===== config.mk =====
export PLATFORM = sky130hd
export DESIGN_NAME = riscv_trace_capture_flat
export DESIGN_NICKNAME = d
export VERILOG_FILES = /design/src/rtl/riscv_trace_pkg.sv /design/src/rtl/riscv_trace_capture_if.sv /design/src/rtl/riscv_trace_fifo.sv /design/src/rtl/riscv_trace_capture.sv /design/src/flat_wrapper.sv
export SDC_FILE = /design/constraint.sdc
export NUM_CORES = 2
export LEC_CHECK = 0
export CORE_MARGIN = 3
export CORE_UTILIZATION = 50
export CTS_CLUSTER_SIZE = 28
export DETAILED_ROUTE_END_ITERATION = 10
export PLACE_DENSITY_LB_ADDON = 0.15
export SLEW_MARGIN = 20
export SYNTH_ARGS = -nofsm -noshare
export SYNTH_HDL_FRONTEND = slang
export SYNTH_SLANG_ARGS = --single-unit
export TNS_END_PERCENT = 20

===== constraint.sdc =====
create_clock -name clk -period 8.8 [get_ports clk]
set_input_delay 2.2 -clock clk [delete_from_list [all_inputs] [get_ports clk]]
set_output_delay 2.2 -clock clk [all_outputs]
set_load 0.01 [all_outputs]

===== src/rtl/riscv_trace_pkg.sv =====
// riscv_trace_pkg: shared definitions for the RISC-V trace capture block.
//   - serializer state encoding
//   - bit positions inside the 32-bit flags word
//   - trace record layout and width (96 bits, or 128 with timestamp)
// Build option: RISCV_TRACE_TIMESTAMP_EN adds a 32-bit cycle timestamp per record.
package riscv_trace_pkg;

  typedef enum logic [2:0] {
    ST_IDLE    = 3'd0,
    ST_W_PC    = 3'd1,
    ST_W_INSTR = 3'd2,
    ST_W_FLAGS = 3'd3,
    ST_W_TS    = 3'd4
  } ser_state_t;

  localparam int BR_LSB     = 0;
  localparam int CTL_LSB    = 5;
  localparam int ALU_LSB    = 10;
  localparam int TS_FMT_BIT = 16;
  localparam int SEQ_LSB    = 24;

`ifdef RISCV_TRACE_TIMESTAMP_EN
  localparam bit TS_EN = 1'b1;
  localparam int REC_W = 128;
`else
  localparam bit TS_EN = 1'b0;
  localparam int REC_W = 96;
`endif

  typedef struct packed {
`ifdef RISCV_TRACE_TIMESTAMP_EN
    logic [31:0] ts;
`endif
    logic [31:0] flags;
    logic [31:0] instr;
    logic [31:0] pc;
  } trace_rec_t;

endpackage


===== src/rtl/riscv_trace_capture_if.sv =====
// riscv_trace_capture_if: 32-bit valid/ready trace word stream.
//   m_data  : trace word
//   m_valid : word valid
//   m_ready : sink accepts word
//   m_last  : final word of a record
// master = trace capture block, slave = trace drain (UART/JTAG).
interface riscv_trace_capture_if;
  logic [31:0] m_data;
  logic        m_valid;
  logic        m_ready;
  logic        m_last;

  modport master (output m_data, output m_valid, output m_last, input m_ready);
  modport slave  (input m_data, input m_valid, input m_last, output m_ready);
endinterface


===== src/rtl/riscv_trace_fifo.sv =====
// riscv_trace_fifo: synchronous FIFO for trace records.
//   clk, reset   : clock, synchronous active-high reset
//   push, wdata  : write side (ignored while full)
//   pop, rdata   : read side; rdata shows the head entry (ignored while empty)
//   full, empty  : status
//   level        : entries held
// Push and pop in the same cycle are both honoured.
module riscv_trace_fifo #(
  parameter int DEPTH = 16,
  parameter int WIDTH = 96
) (
  input  logic                     clk,
  input  logic                     reset,
  input  logic                     push,
  input  logic [WIDTH-1:0]         wdata,
  input  logic                     pop,
  output logic [WIDTH-1:0]         rdata,
  output logic                     full,
  output logic                     empty,
  output logic [$clog2(DEPTH):0]   level
);
  localparam int AW = $clog2(DEPTH);

  logic [WIDTH-1:0] mem [DEPTH];
  logic [AW:0]      wr_ptr;
  logic [AW:0]      rd_ptr;

  // Pointers carry one extra wrap bit so full and empty are distinguishable.
  assign level = wr_ptr - rd_ptr;
  assign full  = (level == (AW+1)'(DEPTH));
  assign empty = (level == '0);
  assign rdata = mem[rd_ptr[AW-1:0]];

  always_ff @(posedge clk) begin
    if (push && !full) begin
      mem[wr_ptr[AW-1:0]] <= wdata;
    end
  end

  always_ff @(posedge clk) begin
    if (reset) begin
      wr_ptr <= '0;
      rd_ptr <= '0;
    end else begin
      if (push && !full) begin
        wr_ptr <= wr_ptr + (AW+1)'(1);
      end
      if (pop && !empty) begin
        rd_ptr <= rd_ptr + (AW+1)'(1);
      end
    end
  end
endmodule


===== src/rtl/riscv_trace_capture.sv =====
// riscv_trace_capture: captures each new core instruction (pc change) as a
// trace record, buffers it, and streams it out as 32-bit words.
//   clk, reset    : clock, synchronous active-high reset
//   trace_en      : capture enable
//   clr_ovf       : clears overflow and drop_cnt
//   pc_in, instr_in, alu_ctrl_in, br_flags_in, ctl_flags_in : core observation
//   m             : trace word stream (master), words pc, instr, flags[, ts]
//   overflow      : sticky "a record was dropped"
//   drop_cnt      : dropped-record count, saturating
//   fifo_level    : records held in the FIFO (not counting the one being sent)
// Build option: RISCV_TRACE_TIMESTAMP_EN adds a cycle-count word after flags.
//
// Serializer states:
//   ST_IDLE    | nothing to send, waiting for FIFO data
//   ST_W_PC    | presenting pc word
//   ST_W_INSTR | presenting instr word
//   ST_W_FLAGS | presenting flags word (last word unless timestamped)
//   ST_W_TS    | presenting timestamp word (timestamp build only, last word)
module riscv_trace_capture
  import riscv_trace_pkg::*;
#(
  parameter int FIFO_DEPTH = 16,
  parameter int DROP_CNT_W = 16
) (
  input  logic                          clk,
  input  logic                          reset,
  input  logic                          trace_en,
  input  logic                          clr_ovf,
  input  logic [31:0]                   pc_in,
  input  logic [31:0]                   instr_in,
  input  logic [5:0]                    alu_ctrl_in,
  input  logic [4:0]                    br_flags_in,
  input  logic [4:0]                    ctl_flags_in,
  riscv_trace_capture_if.master         m,
  output logic                          overflow,
  output logic [DROP_CNT_W-1:0]         drop_cnt,
  output logic [$clog2(FIFO_DEPTH):0]   fifo_level
);

  logic [31:0]    last_pc;
  logic           have_last;
  logic [7:0]     seq;
  logic           capture;
  logic           push;
  logic           drop;
  logic           pop;
  logic           fifo_full;
  logic           fifo_empty;
  trace_rec_t     wr_rec;
  trace_rec_t     rd_rec;
  logic [REC_W-1:0] rd_data;

  ser_state_t     state;
  logic [31:0]    data_q;
  logic           valid_q;
  logic           last_q;
  logic [31:0]    hold_instr;
  logic [31:0]    hold_flags;
  logic           hs;
`ifdef RISCV_TRACE_TIMESTAMP_EN
  logic [31:0]    cyc_cnt;
  logic [31:0]    hold_ts;
  localparam ser_state_t LAST_ST = ST_W_TS;
`else
  localparam ser_state_t LAST_ST = ST_W_FLAGS;
`endif

  // ---------------- capture ----------------
  assign capture = trace_en && (!have_last || (pc_in != last_pc));
  // Fullness is judged before any same-cycle pop, so a full FIFO always drops.
  assign drop    = capture && fifo_full;
  assign push    = capture && !fifo_full;

  always_comb begin
    wr_rec                       = '0;
    wr_rec.pc                    = pc_in;
    wr_rec.instr                 = instr_in;
    wr_rec.flags[BR_LSB +: 5]    = br_flags_in;
    wr_rec.flags[CTL_LSB +: 5]   = ctl_flags_in;
    wr_rec.flags[ALU_LSB +: 6]   = alu_ctrl_in;
    wr_rec.flags[TS_FMT_BIT]     = TS_EN;
    wr_rec.flags[SEQ_LSB +: 8]   = seq;
`ifdef RISCV_TRACE_TIMESTAMP_EN
    wr_rec.ts                    = cyc_cnt;
`endif
  end

  always_ff @(posedge clk) begin
    if (reset) begin
      last_pc   <= '0;
      have_last <= 1'b0;
      seq       <= '0;
      overflow  <= 1'b0;
      drop_cnt  <= '0;
    end else begin
      have_last <= trace_en;
      if (trace_en) begin
        last_pc <= pc_in;
      end
      // seq advances on dropped records too, leaving a visible gap.
      if (capture) begin
        seq <= seq + 8'd1;
      end
      if (drop) begin
        overflow <= 1'b1;
        if (clr_ovf) begin
          drop_cnt <= DROP_CNT_W'(1);
        end else if (drop_cnt != '1) begin
          drop_cnt <= drop_cnt + DROP_CNT_W'(1);
        end
      end else if (clr_ovf) begin
        overflow <= 1'b0;
        drop_cnt <= '0;
      end
    end
  end

`ifdef RISCV_TRACE_TIMESTAMP_EN
  always_ff @(posedge clk) begin
    if (reset) begin
      cyc_cnt <= '0;
    end else begin
      cyc_cnt <= cyc_cnt + 32'd1;
    end
  end
`endif

  riscv_trace_fifo #(
    .DEPTH (FIFO_DEPTH),
    .WIDTH (REC_W)
  ) u_fifo (
    .clk   (clk),
    .reset (reset),
    .push  (push),
    .wdata (wr_rec),
    .pop   (pop),
    .rdata (rd_data),
    .full  (fifo_full),
    .empty (fifo_empty),
    .level (fifo_level)
  );

  assign rd_rec = trace_rec_t'(rd_data);

  // ---------------- serializer ----------------
  assign hs  = valid_q && m.m_ready;
  // Pop when idle, or when the last word is accepted so records run back to back.
  assign pop = !fifo_empty && ((state == ST_IDLE) || ((state == LAST_ST) && hs));

  always_ff @(posedge clk) begin
    if (reset) begin
      state      <= ST_IDLE;
      data_q     <= '0;
      valid_q    <= 1'b0;
      last_q     <= 1'b0;
      hold_instr <= '0;
      hold_flags <= '0;
`ifdef RISCV_TRACE_TIMESTAMP_EN
      hold_ts    <= '0;
`endif
    end else begin
      case (state)
        ST_IDLE: ;
        ST_W_PC: begin
          if (hs) begin
            data_q <= hold_instr;
            state  <= ST_W_INSTR;
          end
        end
        ST_W_INSTR: begin
          if (hs) begin
            data_q <= hold_flags;
            last_q <= !TS_EN;
            state  <= ST_W_FLAGS;
          end
        end
`ifdef RISCV_TRACE_TIMESTAMP_EN
        ST_W_FLAGS: begin
          if (hs) begin
            data_q <= hold_ts;
            last_q <= 1'b1;
            state  <= ST_W_TS;
          end
        end
        ST_W_TS: begin
          if (hs) begin
            data_q  <= '0;
            valid_q <= 1'b0;
            last_q  <= 1'b0;
            state   <= ST_IDLE;
          end
        end
`else
        ST_W_FLAGS: begin
          if (hs) begin
            data_q  <= '0;
            valid_q <= 1'b0;
            last_q  <= 1'b0;
            state   <= ST_IDLE;
          end
        end
`endif
        default: state <= ST_IDLE;
      endcase

      // A pop overrides the record-complete update above.
      if (pop) begin
        data_q     <= rd_rec.pc;
        valid_q    <= 1'b1;
        last_q     <= 1'b0;
        hold_instr <= rd_rec.instr;
        hold_flags <= rd_rec.flags;
`ifdef RISCV_TRACE_TIMESTAMP_EN
        hold_ts    <= rd_rec.ts;
`endif
        state      <= ST_W_PC;
      end
    end
  end

  assign m.m_data  = data_q;
  assign m.m_valid = valid_q;
  assign m.m_last  = last_q;

endmodule

===== src/flat_wrapper.sv =====
// flat-port wrapper written by rule: the top's interface ports become plain ports
module riscv_trace_capture_flat import riscv_trace_pkg::*;
#(
  parameter int FIFO_DEPTH = 16,
  parameter int DROP_CNT_W = 16
)
  (clk, reset, trace_en, clr_ovf, pc_in, instr_in, alu_ctrl_in, br_flags_in, ctl_flags_in, overflow, drop_cnt, fifo_level, m_m_data, m_m_valid, m_m_last, m_m_ready);
  riscv_trace_capture_if m_i ();
  input  logic clk;
  input  logic reset;
  input  logic trace_en;
  input  logic clr_ovf;
  input  logic [31:0] pc_in;
  input  logic [31:0] instr_in;
  input  logic [5:0] alu_ctrl_in;
  input  logic [4:0] br_flags_in;
  input  logic [4:0] ctl_flags_in;
  output logic overflow;
  output logic [DROP_CNT_W-1:0] drop_cnt;
  output logic [$clog2(FIFO_DEPTH):0] fifo_level;
  output wire logic [$bits(m_i.m_data)-1:0] m_m_data;
  output wire logic [$bits(m_i.m_valid)-1:0] m_m_valid;
  output wire logic [$bits(m_i.m_last)-1:0] m_m_last;
  input wire logic [$bits(m_i.m_ready)-1:0] m_m_ready;
  assign m_m_data = m_i.m_data;
  assign m_m_valid = m_i.m_valid;
  assign m_m_last = m_i.m_last;
  assign m_i.m_ready = m_m_ready;
  riscv_trace_capture #(.FIFO_DEPTH(FIFO_DEPTH), .DROP_CNT_W(DROP_CNT_W)) u_core (.clk(clk), .reset(reset), .trace_en(trace_en), .clr_ovf(clr_ovf), .pc_in(pc_in), .instr_in(instr_in), .alu_ctrl_in(alu_ctrl_in), .br_flags_in(br_flags_in), .ctl_flags_in(ctl_flags_in), .m(m_i), .overflow(overflow), .drop_cnt(drop_cnt), .fifo_level(fifo_level));
endmodule

==> out/qor.csv <==
stage;metric;value;unit
synthesis;postSynthAreaPerCell;20.9;µm²
timing;finalHoldViolations;0;
worst_setup_path;r2r_slack;3.98;ns
grt;use_met2;38.4;%
route;drt_wl_total;147;mm
timing;drv_slew;0;
cells_and_area;area_growth;14.5;%
status;status;completed;
timing;finalCritPeriodShare;69.3;%
worst_hold_path;min_path_type;reg2reg;
clock_network;cts_tree;yes;
worst_setup_path;path_class;in2reg;
floorplanning;die_x;354;µm
placed_design;dpl_worst_slack;1.86;ns
timing;timing.setup.tns;0;ns
synthesis;synth-seq-cells;1572;
route;drt_iter0_markers;3355;
synthesis;ys_async_sr_fraction;0;%
clock_network;clk_latency;0.76;ns
run;cap_violations;0;
timing;fin_crit;6.10;ns
floorplanning;io_pins;141;
synthesis;synthCells;2896;
grt;grt_use_met3;4.47;%
route;drc;0;
route;drtAntennaViolNets;0;
route;via_count;29800;
cells_and_area;fillCellCount;8567;
placed_design;dpl.hpwl;82.9;mm
worst_setup_path;cp_data_arrival_time;6.49;ns
grt;grt_max_degree;145;
clock_network;cts_resized;0;
cells_and_area;nets;3170;
clock_network;clkSlewWorstSetupHoldPaths;0.06;ns
timing;fmax;164;MHz
placed_design;dp.cells;4501;
grt;antenna_found_initial;11;
power_and_ir_drop;leakage;21.4;nW
worst_setup_path;cp-end-kind;flop;
grt;grt_pass1_vias;30600;
floorplanning;core.rowCount;126;
clock_network;cts_buffers;162;
floorplanning;fp.dieH;354;µm
grt;grt.overflow.total;0;
timing;skew;0.0291;ns
grt;grt_pass1_wl;216;mm
clock_network;post_cts_buffers;0;
clock_network;htree_levels;4;
worst_setup_path;start_kind;input pin;
worst_setup_path;worstPathMaxFanout;49;
clock_network;clock_path_buffers;3;
route;dr.pass1.iters;6;
clock_network;cts_hold_buf;0;
grt;grt_use_total;23.8;%
clock_network;cts.sinks;1572;
floorplanning;core_area;119000;µm²
route;avgRoutedWirePerCell;30.7;µm
route;via_per_inst;6.20;
timing;finalWorstSetupSlack;2.70;ns
timing;setup_violations;0;
grt;busiest_layer;met2;
power_and_ir_drop;vdd_drop_max;199;µV
worst_setup_path;worstPathRequired;9.19;ns
synthesis;syn_area;60500;µm²
cells_and_area;layoutNonFillerInstCount;4808;
placed_design;gp_congestion;0.801;
synthesis;yosys_warnings;0;
cells_and_area;drive_gt1_share;23.8;%
clock_network;clockRootBuffer;clkbuf_16;
timing;worstMarginPinSlew;1.09;ns
synthesis;synth_nets;2997;
grt;grt_use_met1;33.5;%
floorplanning;initial_core_util;50.8;%
synthesis;synth_flop_cell;edfxtp_1;
synthesis;synth_cell_types;51;
placed_design;io_buffer_count;140;
floorplanning;die_area;125000;µm²
timing;max-slew-margin-rel;27.5;%
power_and_ir_drop;power.density;279;nW/µm²
synthesis;synth-edff-count;1408;
timing;rsz0062_at_grt;no;
synthesis;ys_seq_area_share;75.4;%
Yosys cell counts, drive strengths merged (2+ instances only):
cell type / instances / area (µm²)
mux2i: 44 / 440
nor2: 57 / 214
ha: 15 / 188
xnor2: 5 / 43.8
buf: 47 / 229
or2: 3 / 18.8
nand3: 105 / 526
mux2: 3 / 33.8
nor3b: 24 / 180
o31ai: 8 / 60.1
dfxtp: 164 / 3280
a31o: 2 / 17.5
nor2b: 7 / 43.8
nor4: 16 / 100
nor3: 14 / 75.1
a311oi: 10 / 87.6
and3: 17 / 106
o41ai: 2 / 17.5
or4: 7 / 52.6
or3: 16 / 100
xor2: 32 / 280
o221ai: 24 / 210
edfxtp: 1408 / 42300
nand2: 53 / 199
inv: 17 / 63.8
mux4: 440 / 9910
a21oi: 125 / 626
clkbuf: 138 / 518
o21ai: 64 / 320
nand4: 9 / 56.3
and4: 3 / 26.3
final timing paths:
check	from	endpoint	cells past startpoint
setup / recovery	pc_in[9]	u_core.u_fifo.mem[2][52]	9
setup reg to reg	u_core.u_fifo.wr_ptr[0]	u_core.u_fifo.mem[2][52]	11
hold reg to reg	u_core.hold_instr[11]	u_core.hold_instr[11]	2
hold / removal	u_core.hold_instr[11]	u_core.hold_instr[11]	2
stage by stage:
stage               hold WS (ns)  total power (W)  instance area [µm²]  utilization [%]
floorplan                  0.449           0.0113                60500                -
global placement           0.462           0.0127                63800             53.6
detailed placement         0.465           0.0127                63900             53.7
CTS                        0.474           0.0194                69100             58.1
global route               0.487           0.0200                69200             58.2
finish                     0.474           0.0193                69200             58.2
cell type report:
class	instances	area, µm²	share of cell area [%]
Inverter	17	63.8	0.0921
Timing Repair Buffer	194	2100	3.03
Multi-Input combinational cell	1122	14200	20.6
Tap cell	1600	2000	2.89
Antenna cell	3	7.51	0.0108
Clock buffer	210	4410	6.37
Clock inverter	90	857	1.24
Sequential cell	1572	45600	65.8
logic make-up (layout without fill, tap and decap cells):
group | count (synthesis) | count (layout) | share of synthesized area (%)
AOI/OAI and AO/OA | 249 | 249 | 2.42
xor gates and xnor gates | 37 | 37 | 0.536
adders and majority gates | 16 | 16 | 0.343
buffers and inverters | 202 | 511 | 1.34
DFF | 1572 | 1572 | 75.4
muxes | 487 | 487 | 17.2
other | 0 | 3 | 0
and+or+nand+nor | 333 | 333 | 2.84
report_power, final:
part / switching (W) / total [W] / internal [W]
combinational: 0.00211 / 0.00378 / 0.00168
sequential: 0.000266 / 0.00877 / 0.00850
clock: 0.00279 / 0.00674 / 0.00395
critical path, cell delays in order:
cell and delay [ns]:
clkdlybuf4s50_1 0.93, xor2_1 0.34, nor4_1 0.12, nand4_1 0.16, o31ai_4 0.11, buf_4 0.30
nor2_1 0.81, and3_4 0.96, buf_12 0.39
routing by layer:
metal | routed length [µm] | up-vias | part of all wire [%]
met3 | 10200 | 195 | 7.0
met5 | 10 | - | 0.0068
met1 | 60600 | 16000 | 41
met4 | 3610 | 2 | 2.4
li1 | - | 12500 | -
met2 | 72900 | 1166 | 49
state kept, by name, summed over array words and instances, names as in the netlist, named ones only:
name                  flops
u_core.m.m_data          32
u_core.state              2
u_core.u_fifo.rd_ptr      5
u_core.last_pc           32
u_core.m.m_last           1
u_core.m.m_valid          1
u_core.drop_cnt          16
u_core.u_fifo.mem      1408
u_core.hold_flags        24
u_core.seq                8
u_core.overflow           1
u_core.have_last          1
u_core.u_fifo.wr_ptr      5
u_core.hold_instr        32
cell usage in the layout, fill, tap and decap left out, types with 28 or more instances in the layout:
| cell type | Yosys | layout |
|---|---|---|
| buf_4 | 0 | 33 |
| edfxtp_1 | 1408 | 1408 |
| nor2_1 | 57 | 56 |
| mux4_2 | 440 | 440 |
| a21oi_1 | 125 | 125 |
| mux2i_1 | 44 | 44 |
| clkbuf_1 | 138 | 36 |
| nand2_1 | 53 | 53 |
| clkinv_1 | 0 | 33 |
| xor2_1 | 32 | 32 |
| clkdlybuf4s50_1 | 0 | 138 |
| clkinv_2 | 0 | 28 |
| dfxtp_1 | 164 | 160 |
| nand3_1 | 105 | 105 |
| clkbuf_16 | 0 | 167 |
| o21ai_0 | 64 | 64 |
Power figures use the tool's default switching activity.
